### config.mk
export PLATFORM = sky130hd
export DESIGN_NAME = amm_trans_block
export DESIGN_NICKNAME = d
export VERILOG_FILES = /design/src/rtl/mem_checker_pkg.sv /design/src/rtl/byteenable_gen.sv /design/src/rtl/amm_trans_block.sv
export SDC_FILE = /design/constraint.sdc
export NUM_CORES = 1
export LEC_CHECK = 0
export ABC_AREA = 1
export ABC_CLOCK_PERIOD_IN_PS = 1750
export CORE_UTILIZATION = 37
export DETAILED_ROUTE_END_ITERATION = 8
export PLACE_DENSITY_LB_ADDON = 0.08
export SYNTH_ARGS = -nofsm -noshare
export SYNTH_HDL_FRONTEND = slang
export SYNTH_SLANG_ARGS = --single-unit
### constraint.sdc
create_clock -name clk_i -period 1.75 [get_ports clk_i]
set_input_delay 0.35 -clock clk_i [delete_from_list [all_inputs] [get_ports clk_i]]
set_output_delay 0.35 -clock clk_i [all_outputs]
set_load 0.02 [all_outputs]
### src/rtl/mem_checker_pkg.sv
// Shared types for the memory checker: command packet and address-type constants.
// Imported by control_block and amm_trans_block.
package mem_checker_pkg;

    localparam int PKG_ADDR_W   = 8;
    localparam int PKG_BURST_W  = 11;
    localparam int PKG_OFFSET_W = 4;

    typedef enum logic {
        WORD = 1'b0,
        BYTE = 1'b1
    } addr_type_t;

    typedef struct packed {
        logic [PKG_ADDR_W-1:0]   word_address;
        logic [PKG_BURST_W-1:0]  word_burst_count;
        logic [PKG_OFFSET_W-1:0] start_offset;
        logic [PKG_OFFSET_W-1:0] end_offset;
        logic [PKG_OFFSET_W-1:0] low_burst_bits;
        logic                    edge_aligned_addr;
    } transaction_type;

endpackage

### src/rtl/byteenable_gen.sv
// Write byteenable mask: clears bytes below start_offset on the first beat
// and bytes above end_offset on the last beat.
module byteenable_gen #(
    parameter int BYTE_PER_WORD = 16,
    parameter int BYTE_ADDR_W   = 4
) (
    input  logic [BYTE_ADDR_W-1:0]   start_offset,
    input  logic [BYTE_ADDR_W-1:0]   end_offset,
    input  logic                     first,
    input  logic                     last,
    output logic [BYTE_PER_WORD-1:0] mask
);

    always_comb begin
        mask = '1;
        for (int i = 0; i < BYTE_PER_WORD; i++) begin
            if (first && (i < int'(start_offset))) mask[i] = 1'b0;
            if (last  && (i > int'(end_offset)))   mask[i] = 1'b0;
        end
    end

endmodule

### src/rtl/amm_trans_block.sv
// Avalon-MM transaction issuer: turns one accepted command into a write burst
// or a single read request. Optional TRANS_CNT_EN adds a completed-transaction counter.
//
// state   | meaning
// IDLE_S  | ready for a command
// WRITE_S | driving write beats until the last one is taken
// READ_S  | holding the read request until it is taken
module amm_trans_block
    import mem_checker_pkg::*;
#(
    parameter int AMM_DATA_W    = 128,
    parameter int AMM_ADDR_W    = 12,
    parameter int AMM_BURST_W   = 11,
    parameter int BYTE_PER_WORD = AMM_DATA_W / 8,
    parameter int BYTE_ADDR_W   = $clog2(BYTE_PER_WORD),
    parameter int ADDR_W        = AMM_ADDR_W - BYTE_ADDR_W
) (
    input  logic                     clk_i,
    input  logic                     rst_n_i,
    input  logic                     op_valid_i,
    input  logic                     op_type_i,
    input  transaction_type          op_pkt_i,
    input  logic [7:0]               data_pattern_i,
    output logic                     cmd_accept_ready_o,
    output logic                     trans_block_busy_o,
    output logic [ADDR_W-1:0]        amm_address_o,
    output logic                     amm_read_o,
    output logic                     amm_write_o,
    output logic [AMM_DATA_W-1:0]    amm_writedata_o,
    output logic [BYTE_PER_WORD-1:0] amm_byteenable_o,
    output logic [AMM_BURST_W-1:0]   amm_burstcount_o,
    input  logic                     amm_waitrequest_i
`ifdef TRANS_CNT_EN
    ,
    output logic [31:0]              trans_cnt_o
`endif
);

    typedef enum logic [1:0] {
        IDLE_S  = 2'd0,
        WRITE_S = 2'd1,
        READ_S  = 2'd2
    } state_t;

    state_t                   state;
    logic [AMM_BURST_W-1:0]   beat_cnt;
    logic [BYTE_ADDR_W-1:0]   end_q;
    logic [AMM_BURST_W-1:0]   burst_eff;
    logic [BYTE_ADDR_W-1:0]   be_start;
    logic [BYTE_ADDR_W-1:0]   be_end;
    logic                     be_first;
    logic                     be_last;
    logic [BYTE_PER_WORD-1:0] be_mask;
    logic                     accept;
    logic                     unused_pkt;

    assign unused_pkt = ^{op_pkt_i.low_burst_bits, op_pkt_i.edge_aligned_addr};

    // A zero burstcount is issued as a single beat.
    assign burst_eff = (op_pkt_i.word_burst_count == '0) ? AMM_BURST_W'(1)
                                                         : AMM_BURST_W'(op_pkt_i.word_burst_count);
    assign accept    = (state == IDLE_S) && op_valid_i && cmd_accept_ready_o;

    // In IDLE the mask is prepared for the first beat; in WRITE it is for the beat after the current one.
    assign be_start = BYTE_ADDR_W'(op_pkt_i.start_offset);
    assign be_end   = (state == IDLE_S) ? BYTE_ADDR_W'(op_pkt_i.end_offset) : end_q;
    assign be_first = (state == IDLE_S);
    assign be_last  = (state == IDLE_S) ? (burst_eff == AMM_BURST_W'(1))
                                        : (beat_cnt == AMM_BURST_W'(2));

    byteenable_gen #(
        .BYTE_PER_WORD (BYTE_PER_WORD),
        .BYTE_ADDR_W   (BYTE_ADDR_W)
    ) u_byteenable_gen (
        .start_offset (be_start),
        .end_offset   (be_end),
        .first        (be_first),
        .last         (be_last),
        .mask         (be_mask)
    );

    always_ff @(posedge clk_i or negedge rst_n_i) begin
        if (!rst_n_i) begin
            state              <= IDLE_S;
            cmd_accept_ready_o <= 1'b0;
            trans_block_busy_o <= 1'b0;
            amm_read_o         <= 1'b0;
            amm_write_o        <= 1'b0;
            amm_address_o      <= '0;
            amm_burstcount_o   <= '0;
            amm_writedata_o    <= '0;
            amm_byteenable_o   <= '0;
            beat_cnt           <= '0;
            end_q              <= '0;
`ifdef TRANS_CNT_EN
            trans_cnt_o        <= '0;
`endif
        end else begin
            case (state)
                IDLE_S: begin
                    if (accept) begin
                        cmd_accept_ready_o <= 1'b0;
                        trans_block_busy_o <= 1'b1;
                        amm_address_o      <= ADDR_W'(op_pkt_i.word_address);
                        amm_burstcount_o   <= burst_eff;
                        beat_cnt           <= burst_eff;
                        end_q              <= be_end;
                        if (op_type_i) begin
                            state            <= READ_S;
                            amm_read_o       <= 1'b1;
                            amm_byteenable_o <= '1;
                        end else begin
                            state            <= WRITE_S;
                            amm_write_o      <= 1'b1;
                            amm_writedata_o  <= {BYTE_PER_WORD{data_pattern_i}};
                            amm_byteenable_o <= be_mask;
                        end
                    end else begin
                        cmd_accept_ready_o <= 1'b1;
                    end
                end
                WRITE_S: begin
                    if (!amm_waitrequest_i) begin
                        beat_cnt <= beat_cnt - AMM_BURST_W'(1);
                        if (beat_cnt == AMM_BURST_W'(1)) begin
                            state              <= IDLE_S;
                            amm_write_o        <= 1'b0;
                            trans_block_busy_o <= 1'b0;
                            cmd_accept_ready_o <= 1'b1;
`ifdef TRANS_CNT_EN
                            trans_cnt_o        <= trans_cnt_o + 32'd1;
`endif
                        end else begin
                            amm_byteenable_o <= be_mask;
                        end
                    end
                end
                READ_S: begin
                    if (!amm_waitrequest_i) begin
                        state              <= IDLE_S;
                        amm_read_o         <= 1'b0;
                        trans_block_busy_o <= 1'b0;
                        cmd_accept_ready_o <= 1'b1;
`ifdef TRANS_CNT_EN
                        trans_cnt_o        <= trans_cnt_o + 32'd1;
`endif
                    end
                end
                default: state <= IDLE_S;
            endcase
        end
    end

endmodule

After elaboration in Yosys (flattened, before gate mapping) --
Cells that the tools add are included.
Storage, ports and cells: flip-flop bits (word level) 184, input port bits 45, output and inout port bits 167, logic and storage cells 164
Operators by class: add/subtract/negate cells 1, magnitude comparators 30, equal/unequal tests 12, mux-type cells 63, bitwise operators 1, reductions and logical operators 46
Operator list (number):
- 16-bit 2-to-1 mux | 4
- 1-bit 2-to-1 mux | 43
- 11-bit 2-to-1 mux | 3
- 4-bit greater-than comparator, first input constant | 8
- 1-bit logical AND | 32
- 16-bit one-hot mux with 2 select lines | 1
- 4-bit < comparator, first input constant | 7
- 11-bit by 1-bit == test with 1-bit output, second input constant | 2
- 11-bit one-hot mux with 2 select lines | 1
- 3-bit by 4-bit greater-than comparator with 1-bit output, first input constant | 4
- 3-bit by 4-bit < comparator with 1-bit output, first input constant | 4
- 4-bit AND reduction | 4
- 2-bit inequality test, second input constant | 7
- 11-bit by 2-bit == test with 1-bit output, second input constant | 1
- 11-bit logical NOT | 1
- 11-bit by 1-bit subtractor with 11-bit output, second input constant | 1
- 2-bit 2-to-1 mux | 5
- 5-bit AND reduction | 2
- 2-bit by 4-bit greater-than comparator with 1-bit output, first input constant | 2
- 1-bit by 4-bit < comparator with 1-bit output, first input constant | 2
- 2-bit by 4-bit < comparator with 1-bit output, first input constant | 2
- 1-bit one-hot mux with 3 select lines | 2
- 2-bit one-hot mux with 3 select lines | 1
- 3-bit AND reduction | 2
- other kinds (10) | 12

Depth between registers and ports, before layout --
Gate-level depths: netlist of run 1.
depth after elaboration 9, gate-level depth with buffers 13, depth with buffers taken out 12

By module --
Synthesis of run 1 repeated with hierarchy kept, for this count alone.
Second synthesis, totals: cells, all modules 564, area total of the unflattened synthesis 4366.7 µm²
By module, submodules not included:
- amm_trans_block | times used 1, cells each 486, area each 4027.6 µm², sequential area each 1601.5 µm²
- byteenable_gen | times used 1, cells each 78, area each 339.1 µm², sequential area each 0.0 µm²

Worst setup path after synthesis of run 1 --
No wires, ideal clock.
path type reg2reg, start register state[1], end register amm_byteenable_o[15], library setup time 129 ps, arrival 1576 ps, required time 1621 ps, path slack 45 ps, cell stages (with the launch flop) 13, path buffers 2, clock period less this slack 1705 ps, cells stage by stage dfrtp_1 > inv_1 > ha_1 > buf_6 > nand2_2 > inv_2 > a21oi_4 > nand2_4 > clkinv_4 > nand2_4 > nor2_4 > buf_6 > a31oi_2
On the way: word-level cells in the longest chain between the ends 8, elaborated cells on any way between the ends 19, classes of those cells 1 x order compare; 4 x eq/ne; 8 x mux; 6 x reduce/logical
Ends and longest elaborated chain:
- from (decl) | line amm_trans_block.sv:45 | state_t state;
- from (signal assigned) | line amm_trans_block.sv:84 | state <= IDLE_S;
- from (signal assigned) | line amm_trans_block.sv:109 | state <= READ_S;
- from (signal assigned) | line amm_trans_block.sv:113 | state <= WRITE_S;
- 2-bit logical NOT
- 4-bit 2-to-1 mux | line amm_trans_block.sv:66 | assign be_end = (state == IDLE_S) ? BYTE_ADDR_W'(op_pkt_i.end_offset) : end_q;
- 4-bit greater-than comparator | line byteenable_gen.sv:18 | if (last && (i > int'(end_offset))) mask[i] = 1'b0;
- 1-bit logical AND | line byteenable_gen.sv:18
- 1-bit 2-to-1 mux | line byteenable_gen.sv:18
- 16-bit 2-to-1 mux, on equally long branches | line amm_trans_block.sv:125, amm_trans_block.sv:108
- 16-bit 2-to-1 mux, on equally long branches | line amm_trans_block.sv:123, amm_trans_block.sv:101
- 16-bit one-hot mux with 2 select lines | line amm_trans_block.sv:99 | case (state)
- to (signal assigned) | line amm_trans_block.sv:116 | amm_byteenable_o <= be_mask;
- to (signal assigned) | line amm_trans_block.sv:134 | amm_byteenable_o <= be_mask;
- to (decl) | line amm_trans_block.sv:30 | output logic [BYTE_PER_WORD-1:0] amm_byteenable_o,
Parallel ways exist; a longest one is shown, timed or not. The select of a mux whose other input is x is not followed. A chain may end at the register's enable or synchronous reset.

Worst setup path in the final report of run 1 --
start register state[0], end register amm_byteenable_o[10]
On the way: word-level cells in the longest chain between the ends 8, elaborated cells on any way between the ends 21, classes of those cells 1 x order compare; 4 x eq/ne; 9 x mux; 7 x reduce/logical
Ends and longest elaborated chain (line):
- 2-bit logical NOT
- 4-bit 2-to-1 mux | amm_trans_block.sv:66
- 4-bit greater-than comparator | byteenable_gen.sv:18
- 1-bit logical AND | byteenable_gen.sv:18
- 1-bit 2-to-1 mux | byteenable_gen.sv:18
- 16-bit 2-to-1 mux, on equally long branches | amm_trans_block.sv:125, amm_trans_block.sv:108
- 16-bit 2-to-1 mux, on equally long branches | amm_trans_block.sv:123, amm_trans_block.sv:101
- 16-bit one-hot mux with 2 select lines | amm_trans_block.sv:99
Parallel ways exist; a longest one is shown, timed or not. The select of a mux whose other input is x is not followed.

==> results_dict.tcl, run 1 <==
set metrics [dict create \
    outcome "finished with violations" \
    violations "negative setup slack" \
    relSlewSlack_pct 74.0 \
    initial_core_util_pct 38.0 \
    worst_setup_path_start_kind "register" \
    drc 0 \
    place_hpwl_mm 8.28 \
    h-tree-depth 3 \
    synth_most_common_cell "buf_4" \
    worst_pin_slew_ps 388 \
    syn_area_per_cell_um2 8.34 \
    async_reset_ff_share_pct 100 \
    clkTransAtPathRegs_ps 60 \
    track_usage_pct 18.1 \
    port_buffers 206 \
    setup_viol 3 \
    crit_required_ps 1950 \
    rsz0062_at_grt "yes" \
    synth_top_flop_cell "dfrtp_1" \
    final-max-slew-violation-count 0 \
    fin_crit_ps 1780 \
    fin_cells 812 \
    irDropWorstVdd_v 0.00136 \
    wl_met2_mm 5.82 \
    root_buffer "clkbuf_16" \
    synth_top_area_share_pct 36.9 \
    startpoint "state[0]$_DFFE_PN0P_" \
    grt_pass1_vias 3270 \
    synth_enable_flop_cells 0 \
    yosys.area.top_type "dfrtp_1" \
    p_leak_uw 0.00310 \
    reg2reg_slack_ps -30 \
    clk_latency_ps 330 \
    syn_to_final_growth_pct 48.8 \
    syn_inst 521 \
    arrival_ps 1980 \
    highest_layer "met4" \
    die_area_um2 12200 \
    cts_tree "done" \
    yosysWarnings 0 \
    hold_path_class "in2async" \
    end_kind "register" \
    drt-initial-drc-count 158 \
    cts_inserted_buffers 9 \
    rows 39 \
    fin_nets 717 \
    synth-seq-cells 64 \
    clockBufferDepth 2 \
    grt_pass1_wl_mm 16.5 \
    dr_wl_met3_um 650 \
    synthesis.nets 573 \
    ctsHoldBuffers 0 \
    synth_seq_area_share_pct 36.9 \
    worst_slack_ps -27.8 \
    num_io_pins 212 \
    drtAntennaViolNets 0 \
    antenna_found_initial 0 \
    netlist_area_um2 4340 \
    coreArea_um2 11400 \
    grt_overflow 0 \
    synth.distinct_cells 41 \
    maxCapViolCount 0 \
    finalCritPeriodShare_pct 102 \
    fmax_mhz 562 \
    synth_common_cells "buf_4 (120), nand2_1 (102), dfrtp_1 (64)" \
    ff2ff_path_depth 10 \
    ff_latch_area_um2 1610 \
    vias_per_cell 4.55 \
    reg2reg_from "state[0]$_DFFE_PN0P_" \
    p_per_area_nw_per_um2 2230 \
    hold-worst-slack_ps 23.7 \
    die_y_um 110 \
    path_max_fanout 5 \
    wl_met1_mm 4.59 \
    worst-setup-path-type "reg2reg" \
    die_w_um 110 \
    hold_viol 0 \
    via_count 3692 \
    synthTopCellsByArea "dfrtp_1 (37%), buf_4 (21%), nand2_1 (8.8%)" \
    setup_tns_ps -34.9 \
    routedWlPerCell_um 13.8 \
    firstDrtPassIters 4 \
    layout-drive-gt1-share_pct 22.3 \
    antenna_cells 0 \
    fin_skew_ps 7.07 \
    drt_wl_total_mm 11.2 \
    multi_input_area_um2 1720 \
    post-place-cells 790 \
    clock_sinks 64 \
    fill_cells 1095 \
    gp_congestion 0.841 \
    grt_max_degree 65 \
]
==> final cells by class <==
class,instances,share of cell area [%]
inverters,43,2.85
multi-input cells,282,26.6
clock inverters,4,1.08
repair buffers,265,38.2
well taps,143,2.77
flip-flops and latches,64,24.9
clock buffers,11,3.60
==> path summary, 6_finish.rpt <==
check                                                   endpoint
worst max-delay path            amm_byteenable_o[10]$_DFFE_PN0P_
worst min-delay path            amm_writedata_o[122]$_DFFE_PN0P_
worst max register to register  amm_byteenable_o[10]$_DFFE_PN0P_
worst min register to register   amm_burstcount_o[6]$_DFFE_PN0P_
max in group asynchronous       amm_writedata_o[120]$_DFFE_PN0P_
min in group clk_i               amm_burstcount_o[6]$_DFFE_PN0P_
==> state kept, by name (all words and copies together) (netlist names) <==
name	flops
trans_block_busy_o	1
amm_byteenable_o	16
end_q	4
beat_cnt	11
amm_burstcount_o	11
amm_writedata_o	8
amm_address_o	8
amm_write_o	1
state	2
amm_read_o	1
cmd_accept_ready_o	1
==> per-layer routing <==
metal | vias up | global-route usage (%)
met5 | - | 0
met4 | 0 | 5.73
met3 | 11 | 3.29
met2 | 122 | 32.7
met1 | 1727 | 21.5
li1 | 1832 | -
==> report_power, final <==
group | internal [µW] | switching, µW
registers | 2180 | 706
clock network | 1230 | 638
logic | 4150 | 5530
==> stage by stage <==
| step | utilization [%] | worst slack, ps | power [µW] | area, µm² |
|---|---|---|---|---|
| floorplan | - | 44.9 | 9850 | 4340 |
| global placement | 53.0 | -256 | 13000 | 6060 |
| detailed placement | 53.0 | -263 | 13100 | 6060 |
| CTS | 54.9 | 0.176 | 14100 | 6270 |
| global route | 56.6 | -98.0 | 15500 | 6460 |
| finish | 56.6 | -27.8 | 14400 | 6460 |
==> cells in the final DEF, fill, tap and decap left out, types with 5 or more instances in the layout <==
cell type	count
dlygate4sd2_1	128
nand2_2	5
inv_1	34
ha_1	5
inv_2	5
a21oi_2	10
buf_12	7
o21ai_0	38
a21oi_1	8
mux2_2	8
nor2_4	13
nor2_1	32
dfrtp_1	56
dfrtp_2	8
clkdlybuf4s50_1	76
clkbuf_16	11
o21ai_1	8
nand3_1	8
nand2_1	101
buf_4	49
nand4_1	5
==> critical path: stages, from the launching register on <==
cell	delay, ps
dfrtp_1	350
inv_2	60
ha_4	180
buf_12	140
or2_1	260
o21ai_4	110
nor2_4	80
inv_2	60
nand2_1	90
o21ai_0	240
a21oi_2	90
==> kinds of logic after synthesis <==
logic type,synth area share [%]
simple gates,20.1
xor+xnor,0.605
mux,2.07
compound gates,11.7
flops,36.9
fa+ha+maj,2.02
buf+inv,26.7
==> timing repair <==
item,4_1_cts,5_1_grt
gates resized for setup,152,24
setup buffers,0,5
cloned,0,2
pin swaps,0,5
setup endpoints to repair,142,22
Note: power is estimated with default switching activity, not from simulation.
==> run 2: changes to the inputs <==
Settings changed: CORE_MARGIN from default to 2.
==> results_dict.tcl, run 2 (synthesized netlist as in run 1, its figures left out) <==
set metrics [dict create \
    irDropWorstVdd_v 0.00146 \
    fin_skew_ps 5.84 \
    end_kind "register" \
    via_count 3700 \
    finalCritPeriodShare_pct 98.2 \
    path_max_fanout 5 \
    hold_path_class "in2async" \
    fmax_mhz 582 \
    h-tree-depth 3 \
    setup_tns_ps 0 \
    drtAntennaViolNets 0 \
    fin_crit_ps 1720 \
    place_hpwl_mm 8.73 \
    port_buffers 206 \
    grt_overflow 0 \
    arrival_ps 1970 \
    worst_pin_slew_ps 358 \
    grt_max_degree 65 \
    firstDrtPassIters 5 \
    rows 39 \
    hold_viol 0 \
    track_usage_pct 18.7 \
    maxCapViolCount 0 \
    grt_pass1_wl_mm 18.9 \
    drt_wl_total_mm 11.7 \
    mostFrequentLayoutCell "dlygate4sd2_1" \
    worst-setup-path-type "reg2reg" \
    coreArea_um2 11400 \
    layout-drive-gt1-share_pct 23.3 \
    cts_tree "done" \
    reg_top3 "amm_byteenable_o: 16 flops, amm_burstcount_o: 11 flops, beat_cnt: 11 flops" \
    syn_to_final_growth_pct 46.4 \
    drc 0 \
    clock_sinks 64 \
    die_y_um 112 \
    final_cell_mix "dlygate4sd2_1 (129), nand2_1 (95), clkdlybuf4s50_1 (73), dfrtp_1 (56), buf_4 (48)" \
    initial_core_util_pct 38.0 \
    setup_viol 0 \
    rsz0062_at_grt "yes" \
    hold-worst-slack_ps 16.4 \
    p_leak_uw 0.00305 \
    vias_per_cell 4.58 \
    clk_latency_ps 330 \
    drt-initial-drc-count 142 \
    clockBufferDepth 2 \
    gp_congestion 0.887 \
    num_io_pins 212 \
    die_w_um 112 \
    antenna_cells 0 \
    grt_pass1_vias 3611 \
    ff2ff_path_depth 9 \
    fin_nets 714 \
    worst_setup_path_start_kind "register" \
    p_per_area_nw_per_um2 2200 \
    routedWlPerCell_um 14.5 \
    root_buffer "clkbuf_16" \
    die_area_um2 12600 \
    top_register "amm_byteenable_o" \
    relSlewSlack_pct 76.1 \
    dp_slack_ps -255 \
    ctsHoldBuffers 0 \
    cts_inserted_buffers 9 \
    largest_register_ffs 16 \
    crit_required_ps 2000 \
    worst_slack_ps 32.0 \
    clkTransAtPathRegs_ps 50 \
    outcome "finished clean" \
    antenna_found_initial 0 \
    final-max-slew-violation-count 0 \
    fill_cells 1142 \
]
==> run 2: path summary, 6_finish.rpt <==
path | start | to | slack [ps]
setup / recovery | state[1]$_DFFE_PN0P_ | amm_byteenable_o[7]$_DFFE_PN0P_ | 30
hold / removal | rst_n_i | amm_byteenable_o[0]$_DFFE_PN0P_ | 20
setup reg to reg | state[1]$_DFFE_PN0P_ | amm_byteenable_o[7]$_DFFE_PN0P_ | 30
hold reg to reg | amm_burstcount_o[0]$_DFFE_PN0P_ | amm_burstcount_o[0]$_DFFE_PN0P_ | 480
max in group asynchronous | rst_n_i | amm_writedata_o[122]$_DFFE_PN0P_ | 1400
min in group clk_i | amm_burstcount_o[0]$_DFFE_PN0P_ | amm_burstcount_o[0]$_DFFE_PN0P_ | 480
==> run 2: routing by layer <==
layer	global-route usage (%)	routed length, µm	share of wire [%]	vias up
met4	6.91	218	1.9	0
met1	22.9	4930	42	1735
met2	33.2	5960	51	134
met5	0	0	0	-
met3	2.97	582	5.0	16
li1	-	-	-	1815
==> run 2: power breakdown <==
group          internal, µW  switching (µW)
registers              2180             739
clock network          1010             613
logic                  3960            5500
==> run 2: repair_timing <==
item,CTS,global route
gates cloned,0,1
gates resized for setup,154,33
setup buffers,0,7
hold endpoints to repair,0,0
pin swaps,1,11
setup endpoints to repair,149,35
==> run 2: stage by stage <==
stage | instance area, µm² | std cells | total power (µW) | util (%)
after floorplan | 4340 | 521 | 9850 | -
after global placement | 6010 | 786 | 13000 | 52.7
after detailed placement | 6010 | 786 | 13100 | 52.7
after CTS | 6180 | 799 | 13800 | 54.1
after global routing | 6360 | 807 | 14900 | 55.7
final | 6360 | 807 | 14000 | 55.7
==> run 2: worst max-delay path, cell delays in order (launching register included) <==
cell and delay (ps):
dfrtp_1 360, inv_2 60, ha_4 180, buf_12 140, buf_4 130, o21ai_2 260
inv_1 120, nor3_2 190, o21ai_1 90, a21oi_1 110
==> run 2: layout make-up <==
type                            count  area [µm²]  share of cell area [%]
Timing Repair Buffer              262        2410                    37.9
Multi-Input combinational cell    282        1710                    26.8
Sequential cell                    64        1610                    25.3
Clock buffer                       12         256                    4.03
Inverter                           43         191                    3.01
Tap cell                          143         179                    2.81
Clock inverter                      1        5.00                  0.0787
